--- src/rtl/day_of_yr_decode_if.sv ---
// day_of_yr_decode_if: request/result handshake bundle for the day-of-year decoder.
interface day_of_yr_decode_if;
    logic       in_valid;
    logic       in_ready;
    logic [8:0] dayOfYear;
    logic       leapYear;
    logic       out_valid;
    logic       out_ready;
    logic [3:0] month;
    logic [5:0] dayOfMonth;
    logic       error;
    modport master (
        output in_valid, dayOfYear, leapYear, out_ready,
        input  in_ready, out_valid, month, dayOfMonth, error
    );
    modport slave (
        input  in_valid, dayOfYear, leapYear, out_ready,
        output in_ready, out_valid, month, dayOfMonth, error
    );
endinterface

--- src/rtl/day_of_yr_decode.sv ---
// day_of_yr_decode: converts an ordinal day into month/day, walking one month per cycle.
module day_of_yr_decode #(
    parameter bit LEAP_EN = 1'b1
) (
    input  logic                clk,
    input  logic                reset_n,
    day_of_yr_decode_if.slave   s_bus
);
    typedef enum logic [1:0] {IDLE, CALC, DONE} state_t;
    state_t     r_state, w_next;
    logic [8:0] r_rem, w_len;
    logic [3:0] r_cur_month, r_month;
    logic [5:0] r_dom;
    logic       r_leap_q, r_error, w_bad, w_hit;
    always_comb begin
        w_len = r_cur_month == 4'd2 ? (r_leap_q ? 9'd29 : 9'd28) :
                (r_cur_month == 4'd4 || r_cur_month == 4'd6 ||
                 r_cur_month == 4'd9 || r_cur_month == 4'd11) ? 9'd30 : 9'd31;
        // Range check only makes sense while rem still holds the raw request
        w_bad = r_cur_month == 4'd1 &&
                (r_rem == 9'd0 || r_rem > (r_leap_q ? 9'd366 : 9'd365));
        w_hit = r_rem <= w_len || r_cur_month == 4'd12;
    end
    always_ff @(posedge clk or negedge reset_n)
        if (!reset_n) r_state <= IDLE;
        else          r_state <= w_next;
    always_comb begin
        w_next = r_state;
        case (r_state)
            IDLE:    w_next = s_bus.in_valid ? CALC : IDLE;
            CALC:    w_next = (w_bad || w_hit) ? DONE : CALC;
            DONE:    w_next = s_bus.out_ready ? IDLE : DONE;
            default: w_next = IDLE;
        endcase
    end
    always_comb begin
        s_bus.in_ready   = r_state == IDLE;
        s_bus.out_valid  = r_state == DONE;
        s_bus.month      = r_month;
        s_bus.dayOfMonth = r_dom;
        s_bus.error      = r_error;
    end
    always_ff @(posedge clk or negedge reset_n)
        if (!reset_n) begin
            r_rem       <= '0;
            r_cur_month <= '0;
            r_leap_q    <= 1'b0;
            r_month     <= '0;
            r_dom       <= '0;
            r_error     <= 1'b0;
        end else if (r_state == IDLE && s_bus.in_valid) begin
            r_rem       <= s_bus.dayOfYear;
            r_leap_q    <= s_bus.leapYear & LEAP_EN;
            r_cur_month <= 4'd1;
        end else if (r_state == CALC) begin
            if (w_bad) begin
                r_month <= '0;
                r_dom   <= '0;
                r_error <= 1'b1;
            end else if (w_hit) begin
                r_month <= r_cur_month;
                r_dom   <= r_rem[5:0];
                r_error <= 1'b0;
            end else begin
                r_rem       <= r_rem - w_len;
                r_cur_month <= r_cur_month + 4'd1;
            end
        end
endmodule

--- src/flat_wrapper.sv ---
// flat-port wrapper written by rule: the top's interface ports become plain ports
module day_of_yr_decode_flat 
#(
    parameter bit LEAP_EN = 1'b1
)
  (clk, reset_n, s_bus_in_valid, s_bus_dayOfYear, s_bus_leapYear, s_bus_out_ready, s_bus_in_ready, s_bus_out_valid, s_bus_month, s_bus_dayOfMonth, s_bus_error);
  day_of_yr_decode_if s_bus_i ();
  input  logic clk;
  input  logic reset_n;
  input wire logic [$bits(s_bus_i.in_valid)-1:0] s_bus_in_valid;
  input wire logic [$bits(s_bus_i.dayOfYear)-1:0] s_bus_dayOfYear;
  input wire logic [$bits(s_bus_i.leapYear)-1:0] s_bus_leapYear;
  input wire logic [$bits(s_bus_i.out_ready)-1:0] s_bus_out_ready;
  output wire logic [$bits(s_bus_i.in_ready)-1:0] s_bus_in_ready;
  output wire logic [$bits(s_bus_i.out_valid)-1:0] s_bus_out_valid;
  output wire logic [$bits(s_bus_i.month)-1:0] s_bus_month;
  output wire logic [$bits(s_bus_i.dayOfMonth)-1:0] s_bus_dayOfMonth;
  output wire logic [$bits(s_bus_i.error)-1:0] s_bus_error;
  assign s_bus_i.in_valid = s_bus_in_valid;
  assign s_bus_i.dayOfYear = s_bus_dayOfYear;
  assign s_bus_i.leapYear = s_bus_leapYear;
  assign s_bus_i.out_ready = s_bus_out_ready;
  assign s_bus_in_ready = s_bus_i.in_ready;
  assign s_bus_out_valid = s_bus_i.out_valid;
  assign s_bus_month = s_bus_i.month;
  assign s_bus_dayOfMonth = s_bus_i.dayOfMonth;
  assign s_bus_error = s_bus_i.error;
  day_of_yr_decode #(.LEAP_EN(LEAP_EN)) u_core (.clk(clk), .reset_n(reset_n), .s_bus(s_bus_i));
endmodule
--- config.mk ---
export PLATFORM = sky130hd
export DESIGN_NAME = day_of_yr_decode_flat
export DESIGN_NICKNAME = d
export VERILOG_FILES = /design/src/rtl/day_of_yr_decode_if.sv /design/src/rtl/day_of_yr_decode.sv /design/src/flat_wrapper.sv
export SDC_FILE = /design/constraint.sdc
export NUM_CORES = 1
export LEC_CHECK = 0
export BUFFER_PORTS_ARGS = -buffer_cell sky130_fd_sc_hd__buf_2
export CORE_MARGIN = 3
export CORE_UTILIZATION = 55
export CTS_CLUSTER_DIAMETER = 30
export DETAILED_ROUTE_END_ITERATION = 8
export PLACE_DENSITY = 0.78
export SYNTH_ARGS = -nofsm -noshare
export SYNTH_HDL_FRONTEND = slang
export SYNTH_SLANG_ARGS = --single-unit
--- constraint.sdc ---
create_clock -name clk -period 3.65 [get_ports clk]
set_input_delay 0.73 -clock clk [delete_from_list [all_inputs] [get_ports clk]]
set_output_delay 0.73 -clock clk [all_outputs]
set_load 0.1 [all_outputs]
After elaboration in Yosys (flattened, before gate mapping)

Cells that the tools add are included.

Add/sub/neg operators: 2
Order comparisons: 2
Equal/unequal tests: 11
Muxes and demuxes: 22
Bitwise logic cells: 1
Reduce and logical (&&, ||, !) cells: 14

Operators with widths:

| kind                                                 | number |
|---|---|
| 2-to-1 mux 9 bit                                     | 5 |
| 2-to-1 mux 4 bit                                     | 6 |
| equality test 4 bit (second input constant)          | 3 |
| 2-to-1 mux 6 bit                                     | 2 |
| greater-than comparator 9 bit                        | 1 |
| <= comparator 9 bit                                  | 1 |
| logical NOT 9 bit                                    | 1 |
| subtractor 9 bit                                     | 1 |
| equality test 4 x 3 -> 1 bit (second input constant) | 2 |
| logical OR 1 bit                                     | 6 |
| 2-to-1 mux 2 bit                                     | 3 |
| case mux 2 bit (3 select lines)                      | 1 |
| AND reduction 3 bit                                  | 2 |
| 2-to-1 mux 1 bit                                     | 5 |
| adder 4 x 1 -> 4 bit (second input constant)         | 1 |
| equality test 4 x 1 -> 1 bit (second input constant) | 1 |
| equality test 4 x 2 -> 1 bit (second input constant) | 1 |
| inequality test 2 bit (second input constant)        | 2 |
| nonzero test 2 bit                                   | 2 |
| equality test 2 x 1 -> 1 bit (second input constant) | 1 |
| equality test 2 bit (second input constant)          | 1 |
| logical AND 1 bit                                    | 2 |
| logical NOT 2 bit                                    | 1 |
| NOT 1 bit                                            | 1 |

Bits in registers: 27
Input port bits: 14
Output and inout port bits: 13

Logic depth before layout (Yosys ltp)

Depth in word-level cells: 12
Mapped depth: 14
Gate-level depth less buffers: 13

Worst setup path after synthesis

Ideal clock, no wire load.

Kind: reg2reg
Start: register u_core.r_cur_month[0]
End: register u_core.r_rem[0]
Setup time: 0.125 ns
Data arrival time: 2.533 ns
Slack: 0.992 ns
Cell stages (with the launch flop): 12
Period minus slack after synthesis: 2.658 ns
Cells stage by stage: dfrtp_1 -> inv_1 -> ha_1 -> inv_1 -> nor3_1 -> ha_1 -> nor2b_1 -> o211a_1 -> o21ai_1 -> and2b_1 -> mux2i_1 -> mux2_2

Cells in the longest elaborated chain, start to end: 11
Elaborated cells between the ends (all ways): 23

RTL lines:

| element                       | line                   | source |
|---|---|---|
| start, declared               | day_of_yr_decode.sv:12 | `logic [3:0] r_cur_month, r_month;` |
| start signal, assigned        | day_of_yr_decode.sv:66 | `r_cur_month <= r_cur_month + 4'd1;` |
| equality test 4 x 3 -> 1 bit  | day_of_yr_decode.sv:17 | `(r_cur_month == 4'd4 \|\| r_cur_month == 4'd6 \|\|` |
| logical OR 1 bit (2 in a row) | day_of_yr_decode.sv:17 |  |
| logical OR 1 bit              | day_of_yr_decode.sv:18 | `r_cur_month == 4'd9 \|\| r_cur_month == 4'd11) ? 9'd30 : 9'd31;` |
| 2-to-1 mux 1 bit              | day_of_yr_decode.sv:18 |  |
| 2-to-1 mux 9 bit              | day_of_yr_decode.sv:16 | `w_len = r_cur_month == 4'd2 ? (r_leap_q ? 9'd29 : 9'd28) :` |
| subtractor 9 bit              | day_of_yr_decode.sv:65 | `r_rem <= r_rem - w_len;` |
| 2-to-1 mux 9 bit              | day_of_yr_decode.sv:60 | `end else if (w_hit) begin` |
| 2-to-1 mux 9 bit              | day_of_yr_decode.sv:56 | `if (w_bad) begin` |
| 2-to-1 mux 9 bit              | day_of_yr_decode.sv:55 | `end else if (r_state == CALC) begin` |
| 2-to-1 mux 9 bit              | day_of_yr_decode.sv:51 | `end else if (r_state == IDLE && s_bus.in_valid) begin` |
| end signal, assigned          | day_of_yr_decode.sv:52 | `r_rem <= s_bus.dayOfYear;` |
| end signal, assigned          | day_of_yr_decode.sv:65 |  |
| end, declared                 | day_of_yr_decode.sv:11 | `logic [8:0] r_rem, w_len;` |

Several ways; a longest one is shown, not always the timed one. The select of a mux whose other input is x is not followed.
A chain may end at the register's enable or synchronous reset.

Worst setup path in the final report

Ends and elaborated chain as after synthesis.

==> metrics list <==
* Antenna violations before repair: 0
* Core box area: 2590 µm²
* Mean cell area of the mapped netlist: 9.20 µm²
* Vias: 1217
- DRC errors left: 0
* Library cell with the largest summed area after synthesis: dfrtp_1
- Flip-flop cell with the highest count after synthesis: dfrtp_1
- Cts repair resizes: 0
- First element of the critical path: u_core.r_cur_month[0]
- In the final routed layout, each cell accounts on average for 14.0 µm.
- Unrepaired setup endpoints after global routing: false
- STA puts the critical path data required time at 3.89 ns.
- Input and output buffers added on the ports amount to 26.
- Following the worst setup path forward leads to its endpoint at u_core.r_rem[0].
- In this run the critical register-to-register path is launched from u_core.r_cur_month[0].
- 0 antenna diodes ended up in the layout.
- Number of buffers inserted by hold repair at cts: 0
* Clock slew at the register clock pins of the worst setup and hold paths: 0.14 ns
* Wire length of the first global-routing pass: 5.22 mm
* Total of max-cap violations: 0
- After filler insertion, the fill cell instance count of the layout stands at 211.
* RePlAce Congestion: 0.835
- Count of final max-slew check failures: 0
* Cell count after synthesis: 171
* Proportion of layout cells with a drive suffix above 1: 0.187
- Before CTS, the worst setup slack after placement is 0.764 ns.
* Die Area: 3540 µm²
* Maximum number of pins on one net before global-route repair: 28
- Clock H-tree levels: 1
* Worst relative slew slack: 0.538
- After synthesis the cells add up to 1570 µm².
- Across every metal layer, demand over resource in global routing totals 0.198.
- For this run the aggregate overflow at the end of global routing stands at 0.
- The net count of the finished layout is 217.
- Hold Crit Class: in -> async
- On the critical path, the stage with the largest delay is an instance of dfrtp_1.
- Setup slack on the worst reg-to-reg path comes out at 0.69 ns.
* Sum Neg Setup Slack: 0 ns
* Clock latency reported for the late side of the worst-skew pair: 0.34 ns
- CTS tree: done
- Number of synthesized flops with an enable pin: 0
* Maximum frequency from static timing analysis: 338 MHz
- The worst setup path is launched from a flop.
* Outcome: complete, no violations
- Using the TritonRoute via totals, the vias-per-cell ratio works out to 5.46.
- Wire segments on met3 add up to 145 µm in the final route.
- The die is 59.5 µm tall.
- The largest single stage delay on the critical path is 0.46 ns.
- Leading post-synthesis cells by cell area: dfrtp_1 (43%), nand2_1 (6.4%), ha_1 (6.4%)
- After synthesis the netlist holds a flip-flop and latch count of 27.
* Routed met2 length: 1.46 mm
- Pre-antenna DRT Iters: 4
- Tightest Pin Transition: 0.692 ns
- Detailed placement HPWL: 2.33 mm
- Syn_nets: 194
- Setup slack on the critical path of the routed design comes to 0.689 ns.
- Top Family by Delay on Critical Path: simple AND/OR/NAND/NOR gates
- Critical R2R Capture: u_core.r_rem[0]
* Area growth from synthesis to final layout: 8.66%
- In this run the worst path has a maximum fanout of 7.
- For the final database, setup skew stands at 0.0132 ns.
- Maximum number of buffers from clock root to sink: 2
- Final critical path time including I/O delays and setup: 2.96 ns
- Crit path buf inv count: 2
- Row generation in the floorplan step produced 18 rows.
* Final hold violations: 0
* Cts bufs inserted: 3
- For this block, the initial DRC count from the detailed router was 46.
* Cell-by-cell trace of the critical path: inv_1 > ha_1 > inv_1 > nor3_1 > ha_1 > nor2b_1 > o211a_1 > o21ai_1 > and2b_1 > mux2i_1 > mux2_2
- Number of stages on the worst setup path: 11
- Share of synthesized flip-flops with an asynchronous set or reset: 1.00
* Unique cell type count in the Yosys netlist: 38
* Vias in the first global route: 1205
* Synth warnings: 0
- Die width: 59.5 µm
- CTS placed an instance of clkbuf_4 at the clock tree root.
- After detailed routing, the total wire length is 3.12 mm.
* Class of the most critical setup path: reg -> reg
- In the final routing, the length of wire on met1 measures 1.47 mm.
* Sequential-to-total area share from yosys stat: 0.429
- Crit end category: flop
- At the worst endpoint, the arrival time is 3.20 ns.
- Number of antenna-violating nets in the routed design: 0
- Pin placement for this block handled 27 I/O pins.
* Sinks on Clock Net: 27
* Area fraction of the dominant cell type after synthesis: 0.429
* Top routing layer used: met4
- In the layout the commonest cells are nand2_1 (27), dfrtp_1 (27), buf_2 (26).
- Final setup violation count: 0
* Worst R2R Path Depth: 11
- Initial Utilization: 0.608
- Final period util: 0.811
- Setup bufs post-CTS: 0
==> final cells by class <==
class                           count  area [µm²]  share of cell area
Multi-Input combinational cell    127         803               0.470
Sequential cell                    27         676               0.395
Timing Repair Buffer               27         138              0.0805
Tap cell                           30        37.5              0.0219
Inverter                            8        30.0              0.0176
Clock buffer                        4        26.3              0.0154
==> logic make-up (layout without fill, tap and decap cells) <==
group           Yosys count  in the layout  share of synthesized area
simple gates             63             63                      0.189
compound gates           41             41                      0.153
flops                    27             27                      0.429
buf+inv                  17             39                     0.0604
fa+ha+maj                 9              9                     0.0763
xor+xnor                  7              7                     0.0390
mux                       7              7                     0.0525
==> state kept, by name (all words and copies together) (netlist names) <==
register	count
u_core.s_bus.month	4
u_core.r_leap_q	1
u_core.r_state	2
u_core.r_cur_month	4
u_core.s_bus.error	1
u_core.r_rem	9
u_core.s_bus.dayOfMonth	6
==> stage by stage <==
stage / util / cell area [µm²] / hold slack (ns) / std cells
after global routing: 0.660 / 1710 / 0.403 / 223
after global placement: 0.650 / 1680 / 0.464 / 219
after detailed placement: 0.650 / 1680 / 0.472 / 219
final: 0.660 / 1710 / 0.371 / 223
after CTS: 0.660 / 1710 / 0.392 / 223
after floorplan: - / 1570 / 0.434 / 171
==> routing by layer <==
metal | global-route usage | up-vias
met2 | 0.323 | 35
met1 | 0.259 | 551
met3 | 0.0327 | 5
met5 | 0 | -
met4 | 0.0823 | 0
li1 | - | 626
==> worst min path at each step <==
| stage | cells after the start | slack (ns) | from | to |
|---|---|---|---|---|
| 6_report | 1 | 0.37 | reset_n | u_core.r_rem[0] |
| 5_1_grt | 1 | 0.40 | reset_n | u_core.s_bus.month[0] |
| 4_1_cts | 1 | 0.39 | reset_n | u_core.s_bus.dayOfMonth[2] |
| 3_5_place_dp | 2 | 0.47 | u_core.s_bus.month[0] | u_core.s_bus.month[0] |
| 3_3_place_gp | 2 | 0.46 | u_core.s_bus.dayOfMonth[1] | u_core.s_bus.dayOfMonth[1] |
| 2_1_floorplan | 0 | 0.43 | reset_n | u_core.r_cur_month[0] |
==> cell usage after synthesis, drive strengths merged (2+ instances only) <==
cell type / count
dfrtp: 27
nand2: 27
o21ai: 18
nor2: 16
a21oi: 10
ha: 8
inv: 8
xor2: 6
buf: 5
clkbuf: 4
mux2: 4
nand2b: 4
mux2i: 3
nand3: 3
a211oi: 2
a21o: 2
and3: 2
nor2b: 2
nor3: 2
o2111ai: 2
o211ai: 2
o21a: 2
or4: 2
Power is not shown: default switching activity piles up to over one toggle a cycle in this logic, so the estimate is an artifact.
